===== src/rtl/vga_timing_gen.sv =====
// VGA raster timing generator: pixel-clock divider, h/v counters, phase decode and registered RGB/sync outputs.
// Optional feature macro VGA_TEST_PATTERN_EN adds an 8-bar colour test pattern selected by TEST_MODE.
module vga_timing_gen #(
    parameter int   H_ACTIVE = 640,
    parameter int   H_FP     = 16,
    parameter int   H_SYNC   = 96,
    parameter int   H_BP     = 48,
    parameter int   V_ACTIVE = 480,
    parameter int   V_FP     = 10,
    parameter int   V_SYNC   = 2,
    parameter int   V_BP     = 33,
    parameter logic HS_POL   = 1'b0,
    parameter logic VS_POL   = 1'b0,
    parameter int   CLK_DIV  = 4,
    parameter int   R_W      = 3,
    parameter int   G_W      = 3,
    parameter int   B_W      = 2,
    parameter int   X_W      = 10,
    parameter int   Y_W      = 10
) (
    input  logic           CLK,
    input  logic           RESET,
    input  logic           TEST_MODE,
    input  logic [R_W-1:0] PIX_R_IN,
    input  logic [G_W-1:0] PIX_G_IN,
    input  logic [B_W-1:0] PIX_B_IN,
    output logic [X_W-1:0] PIX_X,
    output logic [Y_W-1:0] PIX_Y,
    output logic           PIX_VALID,
    output logic [R_W-1:0] VGA_RED,
    output logic [G_W-1:0] VGA_GREEN,
    output logic [B_W-1:0] VGA_BLUE,
    output logic           VGA_HSYNC,
    output logic           VGA_VSYNC,
    output logic           FRAME_START,
    output logic           VBLANK
);

    localparam int H_TOTAL = H_ACTIVE + H_FP + H_SYNC + H_BP;
    localparam int V_TOTAL = V_ACTIVE + V_FP + V_SYNC + V_BP;
    localparam int DIV_W   = (CLK_DIV > 1) ? $clog2(CLK_DIV) : 1;

    localparam logic [DIV_W-1:0] DIV_LAST    = DIV_W'(CLK_DIV - 1);
    localparam logic [X_W-1:0]   H_LAST      = X_W'(H_TOTAL - 1);
    localparam logic [X_W-1:0]   H_ACT_END   = X_W'(H_ACTIVE);
    localparam logic [X_W-1:0]   H_SYNC_BEG  = X_W'(H_ACTIVE + H_FP);
    localparam logic [X_W-1:0]   H_SYNC_END  = X_W'(H_ACTIVE + H_FP + H_SYNC);
    localparam logic [Y_W-1:0]   V_LAST      = Y_W'(V_TOTAL - 1);
    localparam logic [Y_W-1:0]   V_ACT_END   = Y_W'(V_ACTIVE);
    localparam logic [Y_W-1:0]   V_SYNC_BEG  = Y_W'(V_ACTIVE + V_FP);
    localparam logic [Y_W-1:0]   V_SYNC_END  = Y_W'(V_ACTIVE + V_FP + V_SYNC);

    typedef enum logic [1:0] {
        PH_ACTIVE,
        PH_FP,
        PH_SYNC,
        PH_BP
    } phase_t;

    logic [DIV_W-1:0] r_div;
    logic [X_W-1:0]   r_h;
    logic [Y_W-1:0]   r_v;
    logic [R_W-1:0]   r_red;
    logic [G_W-1:0]   r_green;
    logic [B_W-1:0]   r_blue;
    logic             r_hsync;
    logic             r_vsync;

    logic             w_pix_en;
    logic             w_pix_valid;
    phase_t           w_h_phase;
    phase_t           w_v_phase;
    logic [R_W-1:0]   w_src_r;
    logic [G_W-1:0]   w_src_g;
    logic [B_W-1:0]   w_src_b;

    // Reset gates pix_en so that PIX_VALID/FRAME_START stay low during reset even when CLK_DIV=1.
    assign w_pix_en = (r_div == DIV_LAST) && !RESET;

    always_ff @(posedge CLK) begin
        if (RESET) begin
            r_div <= '0;
        end else if (r_div == DIV_LAST) begin
            r_div <= '0;
        end else begin
            r_div <= r_div + DIV_W'(1);
        end
    end

    always_ff @(posedge CLK) begin
        if (RESET) begin
            r_h <= '0;
            r_v <= '0;
        end else if (w_pix_en) begin
            if (r_h == H_LAST) begin
                r_h <= '0;
                if (r_v == V_LAST) begin
                    r_v <= '0;
                end else begin
                    r_v <= r_v + Y_W'(1);
                end
            end else begin
                r_h <= r_h + X_W'(1);
            end
        end
    end

    always_comb begin
        w_h_phase = PH_BP;
        if (r_h < H_ACT_END) begin
            w_h_phase = PH_ACTIVE;
        end else if (r_h < H_SYNC_BEG) begin
            w_h_phase = PH_FP;
        end else if (r_h < H_SYNC_END) begin
            w_h_phase = PH_SYNC;
        end
    end

    always_comb begin
        w_v_phase = PH_BP;
        if (r_v < V_ACT_END) begin
            w_v_phase = PH_ACTIVE;
        end else if (r_v < V_SYNC_BEG) begin
            w_v_phase = PH_FP;
        end else if (r_v < V_SYNC_END) begin
            w_v_phase = PH_SYNC;
        end
    end

    assign w_pix_valid = w_pix_en && (w_h_phase == PH_ACTIVE) && (w_v_phase == PH_ACTIVE);

`ifdef VGA_TEST_PATTERN_EN
    logic [2:0] w_bar;

    // Bar width is H_ACTIVE/8, so H_ACTIVE must be at least 8 in this build.
    assign w_bar   = 3'(r_h / X_W'(H_ACTIVE / 8));
    assign w_src_r = TEST_MODE ? {R_W{w_bar[2]}} : PIX_R_IN;
    assign w_src_g = TEST_MODE ? {G_W{w_bar[1]}} : PIX_G_IN;
    assign w_src_b = TEST_MODE ? {B_W{w_bar[0]}} : PIX_B_IN;
`else
    logic w_test_mode_unused;

    assign w_test_mode_unused = TEST_MODE;
    assign w_src_r = PIX_R_IN;
    assign w_src_g = PIX_G_IN;
    assign w_src_b = PIX_B_IN;
`endif

    // Colour and both syncs load on the same pix_en edge, keeping them aligned; VSYNC can only
    // change when the v count changes, which happens only at h==0.
    always_ff @(posedge CLK) begin
        if (RESET) begin
            r_red   <= '0;
            r_green <= '0;
            r_blue  <= '0;
            r_hsync <= ~HS_POL;
            r_vsync <= ~VS_POL;
        end else if (w_pix_en) begin
            r_red   <= w_pix_valid ? w_src_r : '0;
            r_green <= w_pix_valid ? w_src_g : '0;
            r_blue  <= w_pix_valid ? w_src_b : '0;
            r_hsync <= (w_h_phase == PH_SYNC) ? HS_POL : ~HS_POL;
            r_vsync <= (w_v_phase == PH_SYNC) ? VS_POL : ~VS_POL;
        end
    end

    assign PIX_X       = r_h;
    assign PIX_Y       = r_v;
    assign PIX_VALID   = w_pix_valid;
    assign FRAME_START = w_pix_en && (r_h == '0) && (r_v == '0);
    assign VBLANK      = (r_v >= V_ACT_END);
    assign VGA_RED     = r_red;
    assign VGA_GREEN   = r_green;
    assign VGA_BLUE    = r_blue;
    assign VGA_HSYNC   = r_hsync;
    assign VGA_VSYNC   = r_vsync;

endmodule


===== config.mk =====
export PLATFORM = sky130hd
export DESIGN_NAME = vga_timing_gen
export DESIGN_NICKNAME = d
export VERILOG_FILES = /design/src/rtl/vga_timing_gen.sv
export SDC_FILE = /design/constraint.sdc
export NUM_CORES = 1
export LEC_CHECK = 0
export BUFFER_PORTS_ARGS = -buffer_cell sky130_fd_sc_hd__clkbuf_2
export CAP_MARGIN = 30
export CORE_MARGIN = 4
export CORE_UTILIZATION = 50
export CTS_CLUSTER_DIAMETER = 60
export DETAILED_ROUTE_END_ITERATION = 16
export PLACE_DENSITY = 0.84
export REMOVE_ABC_BUFFERS = 1
export SLEW_MARGIN = 5
export SYNTH_ARGS = -nofsm -noshare
export SYNTH_HDL_FRONTEND = slang
export SYNTH_SLANG_ARGS = --single-unit

===== constraint.sdc =====
create_clock -name CLK -period 2.31 [get_ports CLK]
set_input_delay 0.3465 -clock CLK [delete_from_list [all_inputs] [get_ports CLK]]
set_output_delay 0.3465 -clock CLK [all_outputs]
set_load 0.1 [all_outputs]

==> results of run 1 <==
worst paths after layout:
kind	slack, ns	end
setup / recovery	0.09	FRAME_START
setup reg to reg	0.16	PIX_Y[9]$_SDFFE_PP0P_
hold reg to reg	0.49	VGA_GREEN[0]$_SDFFE_PP0P_
hold / removal	0.21	VGA_GREEN[2]$_SDFFE_PP0P_
critical path: stages, from the launching register on:
cell and delay [ns]:
dfxtp_1 0.38, or4_4 0.57, nor4_4 0.27, buf_4 0.16, buf_12 0.16
repair_timing:
action / CTS / global route
gates resized for setup: 3 / 9
setup buffers: 0 / 1
pin swaps: 0 / 2
endpoints found under the hold margin: 0 / 0
endpoints found under the setup margin: 1 / 1
gates cloned: 0 / 0
area by class of cell:
type                       instances  area [µm²]
clock inverter                     3        42.5
tap                               31        38.8
timing repair buffer              48         285
inverter                           6        22.5
clock buffer                       5        37.5
sequential                        32         642
fill                             223         888
multi-input combinational        120         848
synthesized netlist by cell type (all sizes together), types with 2 or more instances:
| cell | count | share of area (%) |
|---|---|---|
| a21oi | 7 | 2.4 |
| a22o | 8 | 4.7 |
| and2 | 2 | 0.84 |
| and3b | 2 | 1.2 |
| buf | 2 | 1.1 |
| clkbuf | 6 | 1.6 |
| dfxtp | 32 | 43 |
| ha | 5 | 4.2 |
| inv | 6 | 1.5 |
| nand2 | 11 | 2.8 |
| nand2b | 3 | 1.3 |
| nand3 | 5 | 1.7 |
| nand4 | 6 | 2.5 |
| nand4b | 3 | 1.8 |
| nor2 | 15 | 3.8 |
| nor3 | 7 | 2.4 |
| nor4 | 3 | 1.3 |
| o21ai | 5 | 1.7 |
| o21bai | 2 | 1.0 |
| o31ai | 3 | 1.5 |
| or3 | 4 | 1.7 |
| or4 | 6 | 3.0 |
| xnor2 | 3 | 1.8 |
| xor2 | 5 | 2.9 |
flip-flops by register name, indices dropped and copies added, names as in the netlist:
| signal | cells |
|---|---|
| PIX_X | 10 |
| PIX_Y | 10 |
| VGA_GREEN | 3 |
| VGA_RED | 3 |
| VGA_BLUE | 2 |
| r_div | 2 |
| VGA_HSYNC | 1 |
| VGA_VSYNC | 1 |
logic make-up (layout without fill, tap and decap cells):
kind of cell	Yosys count	count (layout)	synth area share (%)
AO/OA/AOI/OAI	31	31	14.6
XOR/XNOR	8	8	4.71
adder cells (fa/ha/maj)	5	5	4.20
buffers and inverters	14	62	4.20
flip-flops	32	32	43.0
multiplexers	2	2	1.43
AND/OR/NAND/NOR	74	74	27.8
per-stage QoR:
stage	area (µm²)	hold slack, ns	setup TNS, ns
5_1_grt	1920	0.187	0
4_1_cts	1860	0.194	0
2_1_floorplan	1450	0.396	-27.22
6_report	1920	0.209	0
3_3_place_gp	1770	0.413	0
3_5_place_dp	1770	0.418	0
per-layer routing:
layer	vias to the layer above	global-route usage [%]	wire length [µm]
met5	-	0	0
met4	0	10.7	57
met3	7	4.50	309
met2	63	30.9	1680
met1	641	23.1	1590
li1	706	-	-
where the power goes:
part / total (mW) / switching, mW / internal, mW
Clock: 0.432 / 0.206 / 0.225
Sequential: 0.572 / 0.00848 / 0.563
Combinational: 0.132 / 0.0936 / 0.0387
Total: 1.14 / 0.308 / 0.827
cells in the final DEF (no fill, tap or decap), drive strengths merged, types with 2 or more instances in the layout:
cell type  instances
buf                8
o31ai              3
ha                 5
o21ai              5
nor2              15
a22o               8
o21bai             2
nand4b             3
or4                6
a21oi              7
dfxtp             32
xnor2              3
inv                6
and3b              2
nand3              5
nand2             11
or3                4
clkbuf            45
nor4               3
nand4              6
nand2b             3
and2               2
nor3               7
xor2               5
==> impl_metrics.json, run 1 <==
{
  "fin_util_pct": 68.3,
  "drtAntennaViolNets": 0,
  "post-route-min-period_ns": 2.22,
  "diodes": 0,
  "avgViaCountPerCell": 5.78,
  "gp_congestion": 0.832,
  "postCtsHoldBufs": 0,
  "grt_max_degree": 12,
  "grt_pass1_vias": 1299,
  "dpl.hpwl_mm": 2.52,
  "worstSkewPairLatency_ns": 0.35,
  "worstPathRequired_ns": 1.96,
  "num_io_pins": 44,
  "synth_warnings": 0,
  "rr_worst_depth": 5,
  "cts_max_level": 2,
  "holdPathStages": 2,
  "synth_edf_count": 0,
  "worstReg2RegStart": "PIX_X[1]$_SDFFE_PP0P_",
  "setup_slack_ns": 0.0899,
  "drt-wirelength-per-cell_um": 14.8,
  "first_iter_violations": 57,
  "hold_viol": 0,
  "ys_seq_elements": 32,
  "ys_async_sr_fraction_pct": 0,
  "hold_path_class": "in -> reg",
  "powerDensity_nw_per_um2": 592,
  "antenna_found_initial": 0,
  "synthToLayoutAreaGrowth_pct": 28.7,
  "cap_viol_max_count": 0,
  "p_leak_nw": 0.779,
  "cts_tree": "built",
  "fin_crit_sh_pct": 96.1,
  "num_rows": 19,
  "clk_pin_slew_worst_paths_ns": 0.11,
  "stdcell_count": 245,
  "clock_skew_ns": 0.00928,
  "cp-start-kind": "flip-flop",
  "setup_viol": 0,
  "slew_viol_final": 0,
  "grt_pass1_wl_mm": 5.91,
  "drive_gt1_share_pct": 30.4,
  "clock.fmax_ghz": 0.450,
  "drcViolationCount": 0,
  "path_max_fanout": 6,
  "seq_area_frac_synth_pct": 43.0,
  "worstHoldStart": "PIX_G_IN[2]",
  "totalWireLength_mm": 3.63,
  "dp_cells": 237,
  "pre_cts_ws_ns": 0.227,
  "worst_setup_path_end_kind": "output port",
  "grt_overflow": 0,
  "clock_path_buffers": 2,
  "fin_nets": 229,
  "vias": 1417,
  "cts_buffers": 5,
  "synth_cell_types": 41,
  "avgSynthCellArea_um2": 8.97,
  "synth.cell_area_um2": 1490,
  "design.core.area_um2": 2810,
  "rsz0062_at_grt": "no",
  "ctsRootBufferMaster": "clkbuf_4",
  "syn_inst": 166,
  "status": "finished, final reports clean",
  "portBuffers": 42,
  "initial_core_util_pct": 53.1,
  "fp.dieH_um": 62.6,
  "vdd_drop_max_mv": 0.413,
  "synthFlopType": "dfxtp_1",
  "die_area_um2": 3920,
  "clock-sinks": 32,
  "power.total_mw": 1.14,
  "dr.pass1.iters": 4,
  "grt_usage_pct": 19.1,
  "crit_type": "reg -> out",
  "cp-startpoint": "PIX_X[9]$_SDFFE_PP0P_",
  "worst-endpoint-arrival_ns": 1.87,
  "die_x_um": 62.6,
  "maxSlewHeadroom_pct": 63.9,
  "worst_slew_pin_slew_ns": 0.544
}
Power figures use the tool's default switching activity.
==> inputs of run 2 (changes only) <==
==> constraint.sdc (replaced) <==
create_clock -name CLK -period 2.31 [get_ports CLK]
set_input_delay 0 -clock CLK [delete_from_list [all_inputs] [get_ports CLK]]
set_output_delay 0 -clock CLK [all_outputs]
set_load 0.1 [all_outputs]
==> run 2 against run 1 <==
Clock power is 24% lower. Die area is the same. Critical path type unchanged. Count of clock-buffer cells in the layout did not move. Via count grew 2.2%. Sequential power hardly changed. Non-clock buffer count increased by 6. Cell count is 2.4% higher. Total power shrank 8.8%. Setup slack gained 0.11 ns. Fmax increased by 5.2%. Global-route usage up 0.67 points. Critical endpoint unchanged.
==> impl_metrics.json, run 2 (same netlist as run 1, synthesis figures left out) <==
{
  "rsz0062_at_grt": "no",
  "drtAntennaViolNets": 0,
  "layout_commonest_cell": "clkbuf_2",
  "nFillCells": 229,
  "grt_pass1_wl_mm": 6.17,
  "clock.fmax_ghz": 0.474,
  "hold-path-endpoint": "PIX_X[1]$_SDFFE_PP0P_",
  "dr.pass1.iters": 4,
  "holdPathStages": 2,
  "drive_gt1_share_pct": 25.5,
  "post-cts-setup-buffers": 0,
  "ctsRootBufferMaster": "clkbuf_4",
  "die_area_um2": 3920,
  "first_iter_violations": 93,
  "worst_slew_pin_slew_ns": 0.597,
  "worst_setup_path_end_kind": "output port",
  "clock_skew_ns": 0.00761,
  "setup_slack_ns": 0.200,
  "avgViaCountPerCell": 5.77,
  "maxSlewHeadroom_pct": 60.1,
  "status": "finished, final reports clean",
  "clock_path_buffers": 2,
  "num_io_pins": 44,
  "die_x_um": 62.6,
  "hold_path_class": "in -> reg",
  "slowest_stage": "dfxtp_1",
  "worstHoldStart": "RESET",
  "worstPathRequired_ns": 2.31,
  "fp.dieH_um": 62.6,
  "fin_crit_sh_pct": 91.4,
  "path_max_fanout": 8,
  "worstSkewPairLatency_ns": 0.34,
  "initial_core_util_pct": 53.1,
  "antenna_found_initial": 0,
  "gp_congestion": 0.834,
  "drt-wirelength-per-cell_um": 14.6,
  "r2r-end": "PIX_Y[9]$_SDFFE_PP0P_",
  "pre_cts_ws_ns": 0.271,
  "post-route-min-period_ns": 2.11,
  "portBuffers": 42,
  "cap_viol_max_count": 0,
  "grt_usage_pct": 19.8,
  "diodes": 0,
  "synthToLayoutAreaGrowth_pct": 28.6,
  "powerDensity_nw_per_um2": 541,
  "hold_ws_ns": 0.0225,
  "r2r_slack_ns": 0.24,
  "setup_viol": 0,
  "clk_pin_slew_worst_paths_ns": 0.11,
  "cp_cell_sequence": "ha_1, nand2b_1, nor3_1, nand2_1, nor4_4, buf_12",
  "vdd_drop_max_mv": 0.454,
  "crit_type": "reg -> out",
  "drcViolationCount": 0,
  "mostFrequentLayoutCells": "clkbuf_2, dfxtp_1, nor2_1, nand2_1",
  "stdcell_count": 251,
  "design.core.area_um2": 2810,
  "worst-endpoint-arrival_ns": 2.11,
  "cts_tree": "built",
  "cp-start-kind": "flip-flop",
  "fin_nets": 235,
  "fin_area_um2": 1910,
  "clock-sinks": 32,
  "hold_viol": 0,
  "num_rows": 19,
  "crit_path_max_incr_delay_ns": 0.36,
  "grt_max_degree": 16,
  "cts_max_level": 2,
  "rr_worst_depth": 4,
  "worstReg2RegStart": "PIX_X[5]$_SDFFE_PP0P_",
  "grt_overflow": 0,
  "totalWireLength_mm": 3.66,
  "vias": 1448,
  "cts_buffers": 5,
  "p_leak_nw": 0.781,
  "fin_util_pct": 68.2,
  "dpl.hpwl_mm": 2.53,
  "postPlaceCellArea_um2": 1760,
  "grt_pass1_vias": 1320,
  "slew_viol_final": 0,
  "dp_cells": 235
}
## run 2: final cells by class
class | count | area [µm²] | share of cell area, %
Tap cell | 31 | 38.8 | 2.03
Clock inverter | 3 | 23.8 | 1.24
Clock buffer | 5 | 37.5 | 1.96
Multi-Input combinational cell | 120 | 801 | 41.8
Inverter | 6 | 22.5 | 1.18
Sequential cell | 32 | 641 | 33.5
Timing Repair Buffer | 54 | 350 | 18.3
## run 2: how the worst max path moves through the flow
stage               cells past startpoint  slack [ns]                   from                  endpoint
finish                                  6        0.20    r_div[0]$_SDFF_PP0_               FRAME_START
global route                            6        0.04    r_div[0]$_SDFF_PP0_               FRAME_START
CTS                                     6        0.14    r_div[0]$_SDFF_PP0_               FRAME_START
detailed placement                      4        0.27  PIX_X[8]$_SDFFE_PP0P_     PIX_Y[9]$_SDFFE_PP0P_
global placement                        5        0.30  PIX_X[1]$_SDFFE_PP0P_     PIX_Y[9]$_SDFFE_PP0P_
floorplan                               4       -2.45  PIX_Y[5]$_SDFFE_PP0P_  VGA_BLUE[0]$_SDFFE_PP0P_
## run 2: worst max-delay path: cells and delay by family, from the launching register on
family	cells	cell delay, ns
simple gates	4	0.94
buf+inv	1	0.22
fa+ha+maj	1	0.24
flops	1	0.36
## run 2: metrics by stage
| step | setup TNS (ns) | power, mW |
|---|---|---|
| floorplan | -26.37 | 0.672 |
| global placement | 0 | 0.705 |
| detailed placement | 0 | 0.708 |
| CTS | 0 | 1.04 |
| global route | 0 | 1.07 |
| finish | 0 | 1.04 |
## run 2: power breakdown
part	switching, mW	total (mW)	internal, mW
combinational	0.0965	0.139	0.0423
clock	0.208	0.327	0.120
sequential	0.00674	0.570	0.563
## run 2: what timing repair did
item / 4_1_cts / 5_1_grt
pin swaps: 0 / 0
hold buffers: 8 / 0
resized for setup: 1 / 1
endpoints found under the setup margin: 1 / 1
endpoints found under the hold margin: 8 / 0
## run 2: routing by layer
layer / share of wire (%) / GRT usage (%) / wire [µm]
met2: 48 / 31.3 / 1770
met3: 6.2 / 6.12 / 227
met1: 44 / 24.4 / 1610
met4: 1.7 / 9.09 / 61
met5: 0 / 0 / 0
==> inputs of run 3 (changes only) <==
- SETUP_SLACK_MARGIN: unset -> 0.3
==> run 3 against run 2 <==
Total power grew 0.61%. Non-clock buffer count grew 1. Critical endpoint is now PIX_Y[9]$_SDFFE_PP0P_. Critical path depth shrank 1. Clock skew grew 0.0011 ns. Sequential share of layout area shrank 1.1 points. Critical path type is now reg -> reg.
==> impl_metrics.json, run 3 (same netlist as run 1, synthesis figures left out) <==
{
  "status": "finished, final reports clean",
  "first_iter_violations": 109,
  "dp_cells": 235,
  "worstPathRequired_ns": 2.60,
  "hold_path_class": "in -> reg",
  "worst_setup_path_end_kind": "flip-flop",
  "hold_viol": 0,
  "clock.fmax_ghz": 0.518,
  "clk_pin_slew_worst_paths_ns": 0.11,
  "clock_skew_ns": 0.00868,
  "fp.dieH_um": 62.6,
  "grt_pass1_vias": 1330,
  "fin_area_um2": 2010,
  "path_max_fanout": 5,
  "worst_slew_pin_slew_ns": 0.599,
  "powerDensity_nw_per_um2": 519,
  "fin_nets": 237,
  "comb_power_share_pct": 13.7,
  "num_io_pins": 44,
  "p_int_mw": 0.728,
  "pwr-share-clk_pct": 31.5,
  "cts_max_level": 2,
  "die_x_um": 62.6,
  "worstSkewPairLatency_ns": 0.34,
  "clock-sinks": 32,
  "fin_crit_sh_pct": 83.5,
  "stdcell_count": 253,
  "hold_ws_ns": 0.0339,
  "initial_core_util_pct": 53.1,
  "nFillCells": 206,
  "portBuffers": 42,
  "grt_usage_pct": 20.0,
  "design.core.area_um2": 2810,
  "cap_viol_max_count": 0,
  "vdd_drop_max_mv": 0.461,
  "worst-endpoint-arrival_ns": 2.22,
  "clock_path_buffers": 2,
  "slew_viol_final": 0,
  "cts_tree": "built",
  "num_rows": 19,
  "post-route-min-period_ns": 1.93,
  "drt-wirelength-per-cell_um": 15.6,
  "antenna_found_initial": 0,
  "drive_gt1_share_pct": 33.8,
  "totalNegativeSetupSlack_ns": 0,
  "cp-start-kind": "flip-flop",
  "mostFrequentLayoutCells": "clkbuf_2, dfxtp_1, nor2_1, nand2_1",
  "r2r_slack_ns": 0.38,
  "setup_viol": 0,
  "grt_max_degree": 16,
  "rsz0062_at_grt": "no",
  "gp_congestion": 0.834,
  "p_sw_mw": 0.315,
  "p_sw_share_pct": 30.2,
  "crit_type": "reg -> reg",
  "postPlaceCellArea_um2": 1760,
  "drcViolationCount": 0,
  "ctsRootBufferMaster": "clkbuf_4",
  "drtAntennaViolNets": 0,
  "layout_commonest_cell": "clkbuf_2",
  "grt_overflow": 0,
  "p_seq_share_pct": 54.8,
  "diodes": 0,
  "avgViaCountPerCell": 5.93,
  "dr.pass1.iters": 4,
  "grt_pass1_wl_mm": 6.24,
  "die_area_um2": 3920,
  "synthToLayoutAreaGrowth_pct": 35.0,
  "power.total_mw": 1.04,
  "totalWireLength_mm": 3.94,
  "vias": 1501,
  "maxSlewHeadroom_pct": 59.9,
  "p_leak_nw": 0.806,
  "cts_buffers": 5,
  "dpl.hpwl_mm": 2.53
}
-- run 3: cell count changes in the layout (fill, tap and decap cells not counted), sizes merged --
cell  delta
or4      +1
buf      +1
-- run 3: stage by stage --
| step | setup WS [ns] | util, % |
|---|---|---|
| 2_1_floorplan | -2.45 | - |
| 3_3_place_gp | 0.304 | 62.7 |
| 3_5_place_dp | 0.271 | 62.7 |
| 4_1_cts | 0.294 | 68.7 |
| 5_1_grt | 0.303 | 71.6 |
| 6_report | 0.381 | 71.6 |
-- run 3: per-layer routing --
layer | share of wire, % | routed length (µm) | track usage [%]
met1 | 42 | 1650 | 25.1
met2 | 50 | 1960 | 31.3
met3 | 6.5 | 255 | 6.12
met4 | 1.6 | 63 | 9.09
met5 | 0 | 0 | 0
-- run 3: final timing paths --
path / from / endpoint / cells past startpoint
worst max-delay path: PIX_X[1]$_SDFFE_PP0P_ / PIX_Y[9]$_SDFFE_PP0P_ / 5
worst max register to register: PIX_X[1]$_SDFFE_PP0P_ / PIX_Y[9]$_SDFFE_PP0P_ / 5
worst min register to register: r_div[0]$_SDFF_PP0_ / r_div[0]$_SDFF_PP0_ / 1
worst min-delay path: RESET / r_div[0]$_SDFF_PP0_ / 2
-- run 3: what timing repair did --
action                                  CTS  global route
endpoints found under the hold margin     8             0
setup buffers                             0             1
gates resized for setup                   6            17
endpoints found under the setup margin    5            17
hold buffers                              8             0
pin swaps                                 0             4
cloned                                    0             1
-- run 3: final cells by class --
class	count	area, µm²	share of cell area, %
multi-input combinational	121	880	43.8
clock buffer	5	37.5	1.87
inverter	6	22.5	1.12
tap	31	38.8	1.93
sequential	32	649	32.3
clock inverter	3	23.8	1.18
timing repair buffer	55	358	17.8
-- run 3: power by group through the flow --
stage / logic (mW) / clock network, mW / registers, mW
floorplan: 0.0402 / 0 / 0.632
detailed placement: 0.126 / 0 / 0.582
CTS: 0.139 / 0.335 / 0.570
global route: 0.150 / 0.353 / 0.573
finish: 0.143 / 0.328 / 0.572
global placement: 0.123 / 0 / 0.582
-- run 3: worst max-delay path: stages (launching register included) --
cell and delay, ns:
dfxtp_4 0.38, ha_2 0.20, nand4b_1 0.14, or4_4 0.58, or4_1 0.42, a21oi_1 0.15
